===== src/rtl/fpu_norm_shift_if.sv =====
// Handshake bundle for the mantissa normalizer.
//   in_*  : unnormalized mantissa, leading-one index and exponent, valid/ready
//   out_* : normalized mantissa, adjusted exponent, zero/underflow flags,
//           valid/ready
// master drives the input beat and consumes the result; slave is the shifter.
interface fpu_norm_shift_if #(
    parameter int WIDTH     = 106,
    parameter int WIDTH_LOG = 7,
    parameter int EXP_W     = 11
);
    logic                 in_valid;
    logic                 in_ready;
    logic [WIDTH-1:0]     in_value;
    logic [WIDTH_LOG-1:0] in_msb;
    logic [EXP_W-1:0]     in_exp;
    logic                 out_valid;
    logic                 out_ready;
    logic [WIDTH-1:0]     out_value;
    logic [EXP_W-1:0]     out_exp;
    logic                 out_zero;
    logic                 out_uflow;

    modport master (
        output in_valid, in_value, in_msb, in_exp, out_ready,
        input  in_ready, out_valid, out_value, out_exp, out_zero, out_uflow
    );

    modport slave (
        input  in_valid, in_value, in_msb, in_exp, out_ready,
        output in_ready, out_valid, out_value, out_exp, out_zero, out_uflow
    );
endinterface


===== src/rtl/fpu_norm_shift.sv =====
// Pipelined left-normalizer for FPU mantissas.
// Takes the leading-one index from the upstream priority encoder, shifts the
// mantissa left so bit WIDTH-1 is set, lowers the exponent by the same amount
// (clamping to 0 and flagging underflow) and flags an all-zero mantissa.
// One barrel-shifter level per register stage, WIDTH_LOG stages in total,
// one result per cycle.
// Ports:
//   clk : rising-edge clock
//   rst : synchronous, active-high reset (drops all in-flight beats)
//   bus : fpu_norm_shift_if.slave (input beat, result, valid/ready both sides)
module fpu_norm_shift #(
    parameter int WIDTH     = 106,
    parameter int WIDTH_LOG = 7,
    parameter int EXP_W     = 11
) (
    input  logic               clk,
    input  logic               rst,
    fpu_norm_shift_if.slave    bus
);

    // Stages 0..LAST-1 live in the arrays below; stage LAST is the output register.
    localparam int                   LAST    = WIDTH_LOG - 1;
    localparam logic [WIDTH_LOG-1:0] MAX_IDX = WIDTH_LOG'(WIDTH - 1);

    // Returns {uflow, exponent}: in_exp - shamt, saturated at zero.
    function automatic logic [EXP_W:0] sat_exp(input logic [EXP_W-1:0]     e,
                                               input logic [WIDTH_LOG-1:0] s);
        logic signed [EXP_W:0] diff;
        diff = $signed({1'b0, e}) - $signed({{(EXP_W + 1 - WIDTH_LOG){1'b0}}, s});
        if (diff < 0) sat_exp = {1'b1, {EXP_W{1'b0}}};
        else          sat_exp = {1'b0, diff[EXP_W-1:0]};
    endfunction

    // One barrel level: shift by 2^b when shamt bit b is set.
    function automatic logic [WIDTH-1:0] shift_stage(input logic [WIDTH-1:0]     v,
                                                     input logic [WIDTH_LOG-1:0] s,
                                                     input int                   b);
        shift_stage = s[b] ? (v << (1 << b)) : v;
    endfunction

    logic                 stall;
    logic [WIDTH_LOG-1:0] msb_c;
    logic [WIDTH_LOG-1:0] shamt_c;
    logic                 zero_c;
    logic [EXP_W:0]       sat_c;

    logic [LAST-1:0]      vld_d, vld_q;
    logic [WIDTH-1:0]     val_d   [LAST];
    logic [WIDTH-1:0]     val_q   [LAST];
    logic [WIDTH_LOG-1:0] shamt_d [LAST];
    logic [WIDTH_LOG-1:0] shamt_q [LAST];
    logic [EXP_W-1:0]     exp_d   [LAST];
    logic [EXP_W-1:0]     exp_q   [LAST];
    logic                 zero_d  [LAST];
    logic                 zero_q  [LAST];
    logic                 uflow_d [LAST];
    logic                 uflow_q [LAST];

    logic                 out_valid_d, out_valid_q;
    logic [WIDTH-1:0]     out_value_d, out_value_q;
    logic [EXP_W-1:0]     out_exp_d,   out_exp_q;
    logic                 out_zero_d,  out_zero_q;
    logic                 out_uflow_d, out_uflow_q;

    // A held result freezes the whole pipe, bubbles included.
    assign stall         = out_valid_q & ~bus.out_ready;
    assign bus.in_ready  = ~stall;
    assign bus.out_valid = out_valid_q;
    assign bus.out_value = out_value_q;
    assign bus.out_exp   = out_exp_q;
    assign bus.out_zero  = out_zero_q;
    assign bus.out_uflow = out_uflow_q;

    // Acceptance: shift amount, zero detect and exponent adjust.
    always_comb begin
        msb_c   = (bus.in_msb > MAX_IDX) ? MAX_IDX : bus.in_msb;
        zero_c  = (bus.in_value == '0);
        // in_msb is meaningless for a zero mantissa, so it must not drive the exponent.
        shamt_c = zero_c ? '0 : (MAX_IDX - msb_c);
        sat_c   = sat_exp(bus.in_exp, shamt_c);
    end

    always_comb begin
        // Stage 0: largest shift level, exponent settled here.
        vld_d[0]   = bus.in_valid;
        val_d[0]   = shift_stage(bus.in_value, shamt_c, LAST);
        shamt_d[0] = shamt_c;
        exp_d[0]   = zero_c ? '0 : sat_c[EXP_W-1:0];
        uflow_d[0] = ~zero_c & sat_c[EXP_W];
        zero_d[0]  = zero_c;
        // Stages 1..LAST-1: progressively smaller shift levels.
        for (int k = 1; k < LAST; k++) begin
            vld_d[k]   = vld_q[k-1];
            val_d[k]   = shift_stage(val_q[k-1], shamt_q[k-1], LAST - k);
            shamt_d[k] = shamt_q[k-1];
            exp_d[k]   = exp_q[k-1];
            uflow_d[k] = uflow_q[k-1];
            zero_d[k]  = zero_q[k-1];
        end
        // Stage LAST: shift by one, becomes the visible result.
        out_valid_d = vld_q[LAST-1];
        out_value_d = shift_stage(val_q[LAST-1], shamt_q[LAST-1], 0);
        out_exp_d   = exp_q[LAST-1];
        out_zero_d  = zero_q[LAST-1];
        out_uflow_d = uflow_q[LAST-1];
    end

    // Interior data carries no reset; its valid bit qualifies it.
    always_ff @(posedge clk) begin
        if (!stall) begin
            for (int k = 0; k < LAST; k++) begin
                val_q[k]   <= val_d[k];
                shamt_q[k] <= shamt_d[k];
                exp_q[k]   <= exp_d[k];
                zero_q[k]  <= zero_d[k];
                uflow_q[k] <= uflow_d[k];
            end
        end
    end

    // Valid bits and the visible result register.
    always_ff @(posedge clk) begin
        if (rst) begin
            vld_q       <= '0;
            out_valid_q <= 1'b0;
            out_value_q <= '0;
            out_exp_q   <= '0;
            out_zero_q  <= 1'b0;
            out_uflow_q <= 1'b0;
        end else if (!stall) begin
            vld_q       <= vld_d;
            out_valid_q <= out_valid_d;
            out_value_q <= out_value_d;
            out_exp_q   <= out_exp_d;
            out_zero_q  <= out_zero_d;
            out_uflow_q <= out_uflow_d;
        end
    end

endmodule


===== src/flat_wrapper.sv =====
// flat-port wrapper written by rule: the top's interface ports become plain ports
module fpu_norm_shift_flat 
#(
    parameter int WIDTH     = 106,
    parameter int WIDTH_LOG = 7,
    parameter int EXP_W     = 11
)
  (clk, rst, bus_in_valid, bus_in_value, bus_in_msb, bus_in_exp, bus_out_ready, bus_in_ready, bus_out_valid, bus_out_value, bus_out_exp, bus_out_zero, bus_out_uflow);
  fpu_norm_shift_if #(.WIDTH(WIDTH), .WIDTH_LOG(WIDTH_LOG), .EXP_W(EXP_W)) bus_i ();
  input  logic clk;
  input  logic rst;
  input wire logic [$bits(bus_i.in_valid)-1:0] bus_in_valid;
  input wire logic [$bits(bus_i.in_value)-1:0] bus_in_value;
  input wire logic [$bits(bus_i.in_msb)-1:0] bus_in_msb;
  input wire logic [$bits(bus_i.in_exp)-1:0] bus_in_exp;
  input wire logic [$bits(bus_i.out_ready)-1:0] bus_out_ready;
  output wire logic [$bits(bus_i.in_ready)-1:0] bus_in_ready;
  output wire logic [$bits(bus_i.out_valid)-1:0] bus_out_valid;
  output wire logic [$bits(bus_i.out_value)-1:0] bus_out_value;
  output wire logic [$bits(bus_i.out_exp)-1:0] bus_out_exp;
  output wire logic [$bits(bus_i.out_zero)-1:0] bus_out_zero;
  output wire logic [$bits(bus_i.out_uflow)-1:0] bus_out_uflow;
  assign bus_i.in_valid = bus_in_valid;
  assign bus_i.in_value = bus_in_value;
  assign bus_i.in_msb = bus_in_msb;
  assign bus_i.in_exp = bus_in_exp;
  assign bus_i.out_ready = bus_out_ready;
  assign bus_in_ready = bus_i.in_ready;
  assign bus_out_valid = bus_i.out_valid;
  assign bus_out_value = bus_i.out_value;
  assign bus_out_exp = bus_i.out_exp;
  assign bus_out_zero = bus_i.out_zero;
  assign bus_out_uflow = bus_i.out_uflow;
  fpu_norm_shift #(.WIDTH(WIDTH), .WIDTH_LOG(WIDTH_LOG), .EXP_W(EXP_W)) u_core (.clk(clk), .rst(rst), .bus(bus_i));
endmodule

===== config.mk =====
export PLATFORM = sky130hd
export DESIGN_NAME = fpu_norm_shift_flat
export DESIGN_NICKNAME = d
export VERILOG_FILES = /design/src/rtl/fpu_norm_shift_if.sv /design/src/rtl/fpu_norm_shift.sv /design/src/flat_wrapper.sv
export SDC_FILE = /design/constraint.sdc
export NUM_CORES = 1
export LEC_CHECK = 0
export CORE_UTILIZATION = 53
export CTS_CLUSTER_DIAMETER = 100
export DETAILED_ROUTE_END_ITERATION = 7
export PLACE_DENSITY = 0.75
export SKIP_LAST_GASP = 1
export SLEW_MARGIN = 25
export SYNTH_ARGS = -nofsm -noshare
export SYNTH_HDL_FRONTEND = slang
export SYNTH_SLANG_ARGS = --single-unit

===== constraint.sdc =====
create_clock -name clk -period 39 [get_ports clk]
set_input_delay 9.75 -clock clk [delete_from_list [all_inputs] [get_ports clk]]
set_output_delay 9.75 -clock clk [all_outputs]
set_load 0.01 [all_outputs]

=== Word-level counts from Yosys, hierarchy flattened ===
Memory sizes are Yosys's and may differ from the RTL's. A register that Yosys moved wholly into a read port is not among the register bits.
Index checks and enable logic that the tools add are counted.

* Bitwise logic cells: 5
* Add/subtract/negate cells: 2
* Reductions and logical operators: 4
* $lt $le $gt $ge: 2
* Muxes and demuxes: 12

{| class="wikitable"
|+ Operators with widths
! cell !! count
|-
| 2-to-1 mux 106 bit || 7
|-
| logical NOT 106 bit || 1
|-
| 2-to-1 mux 7 bit || 2
|-
| < comparator 12 x 1 -> 1 bit, second input constant || 1
|-
| 2-to-1 mux 12 bit || 1
|-
| subtractor 11 x 7 -> 12 bit || 1
|-
| 2-to-1 mux 11 bit || 1
|-
| > comparator 7 bit, second input constant || 1
|-
| subtractor 7 bit, first input constant || 1
|-
| logical NOT 1 bit || 3
|-
| NOT 1 bit || 3
|-
| bitwise AND 1 bit || 2
|-
| 2-to-1 mux 1 bit || 1
|}

* Memory bits (writable): 756
* Word-level logic and storage cells: 33
* Input port bits: 128
* Memories: 5
* Register bits: 113
* Output and inout port bits: 121

{| class="wikitable"
|+ Memories
! memory !! words !! width !! read ports !! clocked after memory_dff !! write ports !! RTL line !! source
|-
| u_core.val_q || 6 || 106 || 6 || 0 || 6 || fpu_norm_shift.sv:49 || <nowiki>logic [WIDTH-1:0] val_q [LAST];</nowiki>
|-
| u_core.exp_q || 6 || 11 || 6 || 1 || 6 || fpu_norm_shift.sv:53 || <nowiki>logic [EXP_W-1:0] exp_q [LAST];</nowiki>
|-
| u_core.shamt_q || 6 || 7 || 6 || 0 || 6 || fpu_norm_shift.sv:51 || <nowiki>logic [WIDTH_LOG-1:0] shamt_q [LAST];</nowiki>
|-
| u_core.uflow_q || 6 || 1 || 6 || 1 || 6 || fpu_norm_shift.sv:57 || <nowiki>logic uflow_q [LAST];</nowiki>
|-
| u_core.zero_q || 6 || 1 || 6 || 1 || 6 || fpu_norm_shift.sv:55 || <nowiki>logic zero_q [LAST];</nowiki>
|}

=== Longest topological paths before layout ===
* Word-level depth: 8
* Mapped depth: 17
* Mapped depth without buffers: 16

=== Worst setup path after synthesis ===
OpenSTA, ideal clock, no wires.

* Path type: input port to output port
* From: input bus_out_ready
* To: output bus_in_ready
* Setup slack: -0.926 ns
* Data arrival time: 30.176 ns
* Stages: 4
* Path buffers: 2
* Required time: 29.250 ns
* Cell sequence: nor2b_1 clkinv_1 clkbuf_1 clkbuf_1

* Word-level cells in the longest chain between the ends: 3

{| class="wikitable"
|+ Ends and longest elaborated chain
! element !! RTL line !! source
|-
| start: declaration || flat_wrapper.sv:16 || <nowiki>input wire logic [$bits(bus_i.out_ready)-1:0] bus_out_ready;</nowiki>
|-
| NOT 1 bit || fpu_norm_shift.sv:66 || <nowiki>assign stall = out_valid_q & ~bus.out_ready;</nowiki>
|-
| bitwise AND 1 bit || fpu_norm_shift.sv:66 ||
|-
| NOT 1 bit || fpu_norm_shift.sv:67 || <nowiki>assign bus.in_ready = ~stall;</nowiki>
|-
| end: declaration || flat_wrapper.sv:17 || <nowiki>output wire logic [$bits(bus_i.in_ready)-1:0] bus_in_ready;</nowiki>
|}

No other way between the ends.

=== Final worst setup path ===
Ends and elaborated chain as after synthesis.

==> results.ini <==
[logic_synthesis]
yosys_register_bits = 861
synth-edff-count = 735
synth_top_flop_cell = edfxtp_1
yosysSeqAreaShare_pct = 69.8
ys_warn_count = 0
syn_area_per_cell_um2 = 16.5
async_flop_share_pct = 0
yosys.cell_types.count = 48
syn_area_um2 = 35200
syn_nets = 2266
syn_inst = 2129

[critical_path]
critPathMaxStageDelay_ns = 0.76
critPathLaunch = bus_out_ready
path_max_fanout = 157
cpMaxStageDelayCell = nor2b_2
r2r_slack_ns = 34.77
startpoint_type = input pin
cp.arrival_ns = 12.06
endpoint = bus_in_ready
crit_buf_inv = 3
path_depth = 4
crit_required_ns = 29.25
r2r_end = u_core.bus.out_value[5]$_SDFFE_PP0N_
r2r-start = u_core.bus.out_valid$_SDFFE_PP0N_
crit_family = buffers and inverters
path_class = in -> out
path_cells = clkdlybuf4s50_1 > nor2b_2 > inv_8 > clkdlybuf4s50_1
reg2reg_depth = 8
crit_top_cell = clkdlybuf4s50_1
cp-end-kind = output pin

[floorplan]
die_area_um2 = 67500
io_pins = 249
dieHeight_um = 260
coreArea_um2 = 65700
die_w_um = 260
start_util_pct = 53.6
rows = 94

[hold_path]
hold_class = reg -> reg

[power]
p_sw_mw = 0.534
p_seq_share_pct = 53.7
p_leak_nw = 15.9
ir_drop_v = 0.0000345
p_sw_share_pct = 22.6
pwr-share-comb_pct = 12.5
report.power.total_mw = 2.36
p_clk_share_pct = 33.8
p_int_mw = 1.83
power.density_nw_per_um2 = 57.3

[run_status]
status = finished with violations
violations = DRC

[layout]
drive_gt1_share_pct = 29.4
area_growth_pct = 17.1
final_common_cell = edfxtp_1
nets = 2494
final_area_um2 = 41200
layout_common_cells = 735 x edfxtp_1, 510 x mux2_2, 247 x clkdlybuf4s50_1
nFillCells = 4484
n_antenna_cell = 0

[detailed_routing]
drt-initial-drc-count = 1312
viasPerCell = 5.44
vias = 17900
wl_um = 67300
wl_per_cell_um = 20.5
first_pass_iters = 7
ant_nets = 0
drc_errors = 1

[cts]
clk_path_buf_depth = 3
cts_setup_buffers = 0
root_buffer = clkbuf_16
cts_hold_buf = 0
cts_sinks = 861
cts_tree = built
cts_max_level = 3
clk_pin_slew_ns = 0.06
cts_resized = 0
cts_made_buffers = 84
clock_latency_ns = 0.64

[place]
place_area_um2 = 38400
place_congestion = 0.873
portBuffers = 248
hpwl_um = 46200

[sta]
tightest_slew_ns = 1.01
rsz0062_at_grt = false
fin_skew_ns = 0.0285
slew_headroom_pct = 32.6
fin_tns_setup_ns = 0
maxSlewViolCount = 0
min_period_over_period_pct = 55.9
fmax_mhz = 45.9
setup-violations-final = 0
fin_crit_ns = 21.81
timing.final.hold_violations = 0

[run]
drv_cap = 0

[grt]
grt_pass1_vias = 17300
grt_max_degree = 241
gr-usage-all-layers_pct = 19.7
grt_remaining_overflow = 0
grt_pass1_wl_um = 103000
antenna_found_initial = 0

synth_stat cells, types with 2 or more instances:
library cell | instances | area, um^2
and2_1 | 3 | 18.8
edfxtp_1 | 735 | 22100
and3_1 | 2 | 12.5
mux2_2 | 510 | 5740
inv_1 | 7 | 26.3
or3_1 | 5 | 31.3
nand3_1 | 3 | 15.0
o31ai_1 | 3 | 22.5
nor4_1 | 25 | 156
clkbuf_1 | 104 | 390
a21oi_1 | 26 | 130
buf_12 | 3 | 60.1
o21ai_0 | 6 | 30.0
buf_6 | 3 | 33.8
xnor2_1 | 2 | 17.5
nand2_1 | 49 | 184
buf_1 | 5 | 18.8
mux2i_1 | 105 | 1050
ha_1 | 8 | 100
nand4_1 | 6 | 37.5
and2b_1 | 2 | 15.0
nor2_1 | 114 | 428
dfxtp_1 | 126 | 2520
nor3_1 | 5 | 25.0
a211oi_1 | 108 | 811
nor2b_1 | 79 | 494
buf_2 | 12 | 60.1
nor2b_2 | 39 | 342
nor2b_4 | 11 | 151
o21a_1 | 5 | 37.5
worst min path at each step:
| stage | cells past startpoint | end | startpoint |
|---|---|---|---|
| after floorplan | 0 | u_core.exp_q[1][0]$_DFFE_PN_ | u_core.exp_q[0][0]$_SDFFCE_PP0N_ |
| after global placement | 0 | u_core.exp_q[5][9]$_DFFE_PN_ | u_core.exp_q[4][9]$_DFFE_PN_ |
| after detailed placement | 0 | u_core.exp_q[1][7]$_DFFE_PN_ | u_core.exp_q[0][7]$_SDFFCE_PP0N_ |
| after CTS | 0 | u_core.exp_q[5][10]$_DFFE_PN_ | u_core.exp_q[4][10]$_DFFE_PN_ |
| after global routing | 0 | u_core.uflow_q[5]$_DFFE_PN_ | u_core.uflow_q[4]$_DFFE_PN_ |
| final | 0 | u_core.exp_q[2][1]$_DFFE_PN_ | u_core.exp_q[1][1]$_DFFE_PN_ |
metal layers:
layer | GRT usage, % | wire [um] | vias to the layer above
li1 | - | - | 8589
met1 | 29.2 | 31800 | 8632
met2 | 30.0 | 30800 | 532
met3 | 2.72 | 3230 | 99
met4 | 6.81 | 1520 | 0
met5 | 0 | 0 | -
cell type report:
class	instances	area, um^2	share of cell area [%]
Inverter	8	37.5	0.0910
Multi-Input combinational cell	1133	10000	24.4
Timing Repair Buffer	269	2720	6.60
Clock inverter	35	389	0.944
Clock buffer	112	2360	5.73
Tap cell	864	1080	2.62
Sequential cell	861	24600	59.7
worst register-to-register path: stages, from the launching register on:
cell and delay [ns]:
dfxtp_1 0.31, nor2b_2 0.30, inv_8 0.62, buf_12 0.40, buf_16 0.45, buf_4 0.81
buf_4 0.80, nor2_1 0.18, a211oi_1 0.27
state kept, by name, summed over array words and instances, names as in the netlist:
| name | count |
|---|---|
| u_core.val_q | 636 |
| u_core.bus.out_value | 106 |
| u_core.exp_q | 66 |
| u_core.shamt_q | 21 |
| u_core.bus.out_exp | 11 |
| u_core.uflow_q | 6 |
| u_core.vld_q | 6 |
| u_core.zero_q | 6 |
| u_core.bus.out_uflow | 1 |
| u_core.bus.out_valid | 1 |
| u_core.bus.out_zero | 1 |
logic make-up after synthesis:
kind of cell    count (synthesis)  synth area share [%]
mux                           615                  19.3
compound gates                156                  3.12
flops                         861                  69.8
buf+inv                       135                  1.68
simple gates                  351                  5.67
fa+ha+maj                       9                 0.341
xor+xnor                        2                0.0498
power groups by stage:
stage / clock network [mW] / logic (mW) / registers (mW)
floorplan: 0 / 0.185 / 1.26
global placement: 0 / 0.289 / 1.28
detailed placement: 0 / 0.290 / 1.29
CTS: 0.816 / 0.295 / 1.27
global route: 0.850 / 0.316 / 1.29
finish: 0.799 / 0.295 / 1.27
metrics by stage:
step                      instances  setup slack [ns]  hold slack (ns)  utilization (%)
after global placement         3132             17.23            0.402             58.4
after detailed placement       3132             17.10            0.405             58.4
final                          3282             17.19            0.415             62.7
after global routing           3282             16.97            0.423             62.7
after floorplan                2129              9.88            0.400                -
after CTS                      3279             17.10            0.418             62.6
No activity file was read; power rests on OpenSTA's default activity.
